File: src/rtl/byte_invert_fifo.sv
// Elastic byte buffer: stores ~in_data (or in_data when bypass_inv=1) in a small
// circular FIFO, with occupancy and an output-transfer counter.
module byte_invert_fifo #(
    parameter int DEPTH = 4,
    parameter int CNT_W = 16
) (
    input  logic                     clk,
    input  logic                     rst,
    input  logic                     flush,
    input  logic                     bypass_inv,
    input  logic                     in_valid,
    output logic                     in_ready,
    input  logic [7:0]               in_data,
    output logic                     out_valid,
    input  logic                     out_ready,
    output logic [7:0]               out_data,
    output logic [$clog2(DEPTH):0]   level,
    output logic [CNT_W-1:0]         xfer_cnt
);

    localparam int PTR_W = $clog2(DEPTH);
    localparam logic [PTR_W:0] FULL_LVL = (PTR_W + 1)'(DEPTH);

    logic [7:0]       mem_q [DEPTH];
    logic [7:0]       mem_d [DEPTH];
    logic [PTR_W-1:0] wr_ptr_q, wr_ptr_d;
    logic [PTR_W-1:0] rd_ptr_q, rd_ptr_d;
    logic [PTR_W:0]   level_q, level_d;
    logic [CNT_W-1:0] xfer_cnt_q, xfer_cnt_d;
    logic             push;
    logic             pop;

    // Valid/ready: a transfer happens on a posedge where both are 1. in_ready
    // and out_valid depend only on rst, flush and stored state, never on the
    // partner's valid/ready, so there is no combinational path through the stage.
    assign in_ready  = !rst && !flush && (level_q < FULL_LVL);
    assign out_valid = !rst && !flush && (level_q != '0);
    assign push      = in_valid && in_ready;
    assign pop       = out_valid && out_ready;
    assign out_data  = mem_q[rd_ptr_q];
    assign level     = rst ? '0 : level_q;
    assign xfer_cnt  = rst ? '0 : xfer_cnt_q;

    always_comb begin
        mem_d      = mem_q;
        wr_ptr_d   = wr_ptr_q;
        rd_ptr_d   = rd_ptr_q;
        level_d    = level_q;
        xfer_cnt_d = xfer_cnt_q;

        // The transform is applied once, at write time.
        if (push) begin
            mem_d[wr_ptr_q] = bypass_inv ? in_data : ~in_data;
            wr_ptr_d        = wr_ptr_q + PTR_W'(1);
        end
        if (pop) begin
            rd_ptr_d   = rd_ptr_q + PTR_W'(1);
            xfer_cnt_d = xfer_cnt_q + CNT_W'(1);
        end

        case ({push, pop})
            2'b10:   level_d = level_q + (PTR_W + 1)'(1);
            2'b01:   level_d = level_q - (PTR_W + 1)'(1);
            default: level_d = level_q;
        endcase

        // Flush blocks both handshakes, so only occupancy state needs clearing.
        if (flush) begin
            wr_ptr_d = '0;
            rd_ptr_d = '0;
            level_d  = '0;
        end
    end

    always_ff @(posedge clk) begin
        if (rst) begin
            wr_ptr_q   <= '0;
            rd_ptr_q   <= '0;
            level_q    <= '0;
            xfer_cnt_q <= '0;
        end else begin
            wr_ptr_q   <= wr_ptr_d;
            rd_ptr_q   <= rd_ptr_d;
            level_q    <= level_d;
            xfer_cnt_q <= xfer_cnt_d;
        end
    end

    always_ff @(posedge clk) begin
        mem_q <= mem_d;
    end

endmodule

File: config.mk
export PLATFORM = sky130hd
export DESIGN_NAME = byte_invert_fifo
export DESIGN_NICKNAME = d
export VERILOG_FILES = /design/src/rtl/byte_invert_fifo.sv
export SDC_FILE = /design/constraint.sdc
export NUM_CORES = 1
export LEC_CHECK = 0
export BUFFER_PORTS_ARGS = -buffer_cell sky130_fd_sc_hd__buf_2
export CAP_MARGIN = 25
export CELL_PAD_IN_SITES_DETAIL_PLACEMENT = 1
export CELL_PAD_IN_SITES_GLOBAL_PLACEMENT = 1
export CORE_MARGIN = 3
export CORE_UTILIZATION = 45
export CTS_CLUSTER_SIZE = 28
export DETAILED_ROUTE_END_ITERATION = 10
export PLACE_DENSITY = 0.77
export SLEW_MARGIN = 20
export SYNTH_ARGS = -nofsm -noshare
export SYNTH_HDL_FRONTEND = slang
export SYNTH_SLANG_ARGS = --single-unit
File: constraint.sdc
create_clock -name clk -period 4.1 [get_ports clk]
set_input_delay 0 -clock clk [delete_from_list [all_inputs] [get_ports clk]]
set_output_delay 0 -clock clk [all_outputs]
set_load 0.02 [all_outputs]
Yosys cells after proc, flatten, opt, wreduce, memory -nomap -nowiden
Index checks and enable logic that the tools add are counted.
{"block": "totals", "regBits": 55, "latchBits": 0, "ram_bits": 0, "rom_bits": 0, "input_bits": 14, "out_inout_bits": 29, "wordCells": 43, "mem_count": 0}
{"block": "op_classes", "addsub": 5, "multipliers": 0, "div_mod_pow": 0, "magnitude_cmp": 4, "n_eq_ne": 2, "n_shift": 0, "muxes": 10, "bitwise": 3, "n_reduce_logical": 11}
{"cell": "bitwise mux 32 bit", "n": 1}
{"cell": "two-way mux 8 bit", "n": 4}
{"cell": "adder 16 x 1 -> 16 bit (second input constant)", "n": 1}
{"cell": "binary-select mux 8 bit (select 2 bit)", "n": 1}
{"cell": "demux 8 bit (select 2 bit)", "n": 1}
{"cell": "two-way mux 16 bit", "n": 1}
{"cell": "NOT 8 bit", "n": 1}
{"cell": "greater-or-equal comparator 3 bit (second input constant)", "n": 2}
{"cell": "logical AND 1 bit", "n": 6}
{"cell": "NOT 2 -> 3 bit", "n": 2}
{"cell": "case mux 3 bit (2 select lines)", "n": 1}
{"cell": "adder 2 x 1 -> 2 bit (second input constant)", "n": 2}
{"cell": "adder 3 x 1 -> 3 bit (second input constant)", "n": 1}
{"cell": "< comparator 3 x 1 -> 1 bit (second input constant)", "n": 1}
{"cell": "< comparator 3 bit (second input constant)", "n": 1}
{"cell": "two-way mux 3 bit", "n": 1}
{"cell": "nonzero test 3 bit", "n": 1}
{"cell": "subtractor 3 x 1 -> 3 bit (second input constant)", "n": 1}
{"cell": "== test 2 x 1 -> 1 bit (second input constant)", "n": 1}
{"cell": "== test 2 bit (second input constant)", "n": 1}
{"cell": "zero test 1 bit", "n": 2}
{"cell": "nonzero test 2 bit", "n": 1}
{"cell": "OR reduction 2 bit", "n": 1}

Depth between registers and ports, before layout
{"block": "logic_depth", "word_depth": 6, "depth_mapped": 11, "depth_no_buf": 9}

Worst setup path after synthesis
Ideal clock, no wire load.
{"block": "synth_path", "path_type": "reg2reg", "startpoint": "register level_q[2]", "endpoint": "register level_q[2]", "setup_time_ps": 71, "t_arrival_ps": 2009, "required_time_ps": 4029, "path_slack_ps": 2020, "path_stages_with_launch": 9, "n_path_buf": 0, "synth_period_minus_slack_ps": 2080, "path_cell_list": "dfxtp_1 > nor3_1 > nor2_1 > ha_1 > inv_1 > fa_1 > xor2_1 > or3_1 > a21oi_1"}
{"block": "synth_between", "elab_chain_len": 5, "elab_cells_between_ends": 12, "cone_classes": "2 x add/sub; 1 x order compare; 2 x eq/ne; 1 x mux; 6 x reduce/logical"}
{"element": "start: declaration", "line": "28", "text": "logic [PTR_W:0] level_q, level_d;"}
{"element": "start signal: assignment", "line": "84", "text": "level_q <= level_d;"}
{"element": "nonzero test 3 bit (*)", "line": "37", "text": "assign out_valid = !rst && !flush && (level_q != '0);"}
{"element": "logical AND 1 bit (*)", "line": "37"}
{"element": "logical AND 1 bit (*)", "line": "39", "text": "assign pop = out_valid && out_ready;"}
{"element": "named net pop", "line": "31", "text": "logic pop;"}
{"element": "== test 2 x 1 -> 1 bit or == test 2 bit (tied branches)", "line": "61", "text": "case ({push, pop})"}
{"element": "case mux 3 bit (2 select lines) or nonzero test 2 bit (tied branches)"}
The timed path passes the listed nets; every way through them passes the cells marked *.
A chain may end at the register's enable or synchronous reset.

Worst setup path in the final report
Same ends and word-level chain as after synthesis.

==> flow_summary_export.csv <==
group,metric,value,unit
global_route,grt_max_degree,38,
clocking,numCtsBuffers,5,
cells_and_area,drive_gt1_share,28.1,%
setup_path,crit_fanout,8,
synthesis,synth.yosys.warnings,0,
setup_path,reg2reg_depth,8,
synthesis,synth_top_area_share,38.5,%
clocking,cts_sinks,55,
sta,drv_slew,0,
status,status,"completed",
cells_and_area,fin_cells,312,
place,hpwl,3480,um
cells_and_area,fin_nets,262,
setup_path,worstSetupPathType,"reg2reg",
global_route,grt_overflow,0,
die,die-area,0.00648,mm^2
clocking,postCtsSetupBuffers,0,
setup_path,cpMaxStageDelayCell,"nor3_1",
sta,fin_tns_setup,0,ps
sta,hold_violations,0,
setup_path,critPathArrivalTime,2740,ps
sta,setup_viol,0,
setup_path,reg2reg_slack,1600,ps
setup_path,end_kind,"flip-flop",
clocking,clock_latency,320,ps
synthesis,ys_top_cells_by_area,"edfxtp_1, dfxtp_1, mux4_2",
detailed_routing,via_count,1601,
die,ioPinCount,43,
sta,slew_headroom,48.9,%
synthesis,synth_edf_count,32,
synthesis,ys_types,33,
clocking,ctsLongestPathBuffers,2,
flow_run,drv_cap,0,
detailed_routing,drt_wl_total,5000,um
synthesis,netlist_area,0.00250,mm^2
setup_path,cpPeakStageDelay,660,ps
setup_path,start_kind,"flip-flop",
global_route,grt_pass1_vias,1656,
sta,period_needed,2500,ps
place,routabilityCongestion,0.748,
clocking,cts_resized,0,
setup_path,crit_chain,"nor3_1, nor2_1, ha_1, inv_1, fa_1, xor2_1, or3_1, a21oi_1",
pwr,leakage,1.03,nW
hold_path,min_from,"in_data[6]",
detailed_routing,drc_errors,0,
die,rows,26,
clocking,clk_pin_slew_worst_paths,110,ps
hold_path,worstHoldEndpoint,"mem_q[6]",
synthesis,synthCells,202,
global_route,antenna_found_initial,0,
clocking,cts_tree,"done",
cells_and_area,final_area,0.00287,mm^2
synthesis,yosys_most_used_dff,"edfxtp_1",
detailed_routing,dr.first_iter.drc_count,50,
cells_and_area,area_delta_synth_final,14.7,%
detailed_routing,antenna_left,0,
pwr,cellPowerDensity,356,mW/mm^2
die,initial_core_util,47.7,%
detailed_routing,firstDrtPassIters,4,
sta,clock.fmax,400,MHz
sta,rsz0062_at_grt,"false",
place,portBuffers,42,
die,die_x,80.5,um
global_route,grt_pass1_wl,8290,um
detailed_routing,wl_per_cell,16.0,um
setup_path,required,4340,ps
setup_path,timing.rr.end,"level_q[2]",
global_route,grtUsageTotal,17.0,%
synthesis,async_reset_ff_share,0,%
sta,worst_slew_pin_slew,760,ps
die,die-height,80.5,um
clocking,cts_root_buffer,"clkbuf_8",
clocking,h-tree-depth,2,
clocking,cts_hold_buf,0,
detailed_routing,via_per_inst,5.13,
synthesis,yosysSeqAreaShare,56.9,%
synthesis,yosys.area.top_type,"edfxtp_1",
hold_path,holdPathStages,2,
synthesis,avgSynthCellArea,12.4,um^2
setup_path,path_buf_inv,1,
die,core,0.00524,mm^2
setup_path,critPathTopFamily,"simple AND/OR/NAND/NOR gates",
sta,min_period_over_period,60.9,%
setup_path,r2r_start,"level_q[2]",
synthesis,synth.ff_latch_count,55,
sta,skew,10.4,ps
place,place_area,0.00275,mm^2
synthesis,syn_nets,223,
cells_and_area,diodes,0,
pwr,max-vdd-ir-drop,0.172,mV
hold_path,hp-class,"in2reg",
place,placed_cells,304,
[cells in the final DEF (no fill, tap or decap), drive strengths merged, types with 2 or more instances in the layout]
| cell type | netlist | routed |
|---|---|---|
| xnor2 | 15 | 15 |
| a21oi | 2 | 2 |
| or2 | 2 | 2 |
| or3 | 2 | 2 |
| inv | 7 | 8 |
| nand2 | 8 | 8 |
| xor2 | 3 | 3 |
| buf | 4 | 42 |
| clkbuf | 6 | 5 |
| mux2 | 6 | 6 |
| nor3 | 7 | 7 |
| nor2 | 25 | 25 |
| or4 | 3 | 3 |
| and2 | 4 | 4 |
| nand3 | 4 | 4 |
| edfxtp | 32 | 32 |
| o21ai | 5 | 5 |
| nor2b | 16 | 16 |
| dfxtp | 23 | 23 |
| and4 | 2 | 2 |
| mux4 | 8 | 8 |
| mux2i | 2 | 2 |
| nor3b | 4 | 4 |
| ha | 6 | 6 |
[layer usage]
metal | track usage (%) | share of wire [%]
met4 | 5.07 | 1.6
met2 | 27.6 | 48
met1 | 22.6 | 47
met5 | 0 | 0
met3 | 3.81 | 3.4
[stage by stage]
| stage | setup slack (ps) | util, % | power, W | hold WS (ps) |
|---|---|---|---|---|
| 2_1_floorplan | 2020 | - | 0.000641 | 194 |
| 3_3_place_gp | 1690 | 52.5 | 0.000656 | 367 |
| 3_5_place_dp | 1520 | 52.5 | 0.000658 | 375 |
| 4_1_cts | 1590 | 54.7 | 0.00103 | 28.0 |
| 5_1_grt | 1410 | 54.7 | 0.00105 | 51.1 |
| 6_report | 1600 | 54.7 | 0.00102 | 29.5 |
[cells in the mapped netlist (all sizes together) (4+ instances only)]
cell    count
and2        4
buf         4
clkbuf      6
dfxtp      23
edfxtp     32
ha          6
inv         7
mux2        6
mux4        8
nand2       8
nand3       4
nor2       25
nor2b      16
nor3        7
nor3b       4
o21ai       5
xnor2      15
[kinds of logic (layout without fill, tap and decap cells)]
group           after synthesis  after routing  synth area share, %
buf+inv                      17             57                 2.90
simple gates                 81             81                 17.7
xor+xnor                     18             18                 6.31
flops                        55             55                 56.9
mux                          16             16                 10.7
fa+ha+maj                     7              7                 3.81
compound gates                8              8                 1.70
[final cells by class]
cell class	count	area (um^2)
flip-flops and latches	55	1420
repair buffers	42	210
inverters	7	26.3
multi-input cells	130	1000
well taps	70	87.6
clock inverters	3	46.3
clock buffers	5	68.8
fillers	571	2370
[how the worst max path moves through the flow]
stage | start | endpoint | slack, ps | cells past startpoint
after CTS | level_q[2] | level_q[2] | 1590 | 8
after floorplan | level_q[2] | level_q[2] | 2020 | 8
after global routing | level_q[2] | level_q[2] | 1410 | 8
final | level_q[2] | level_q[2] | 1600 | 8
after detailed placement | rst | level_q[2] | 1520 | 9
after global placement | rst | level_q[2] | 1690 | 9
[sequential cells by signal (all words and copies together) (netlist names)]
signal      cells
level_q         3
mem_q          32
rd_ptr_q        2
wr_ptr_q        2
xfer_cnt_q     16
[power by group]
group | switching (W) | internal [W]
clock | 0.000190 | 0.000184
sequential | 0.00000146 | 0.000592
combinational | 0.0000318 | 0.0000191
total | 0.000223 | 0.000796
Note: power is estimated with default switching activity, not from simulation.
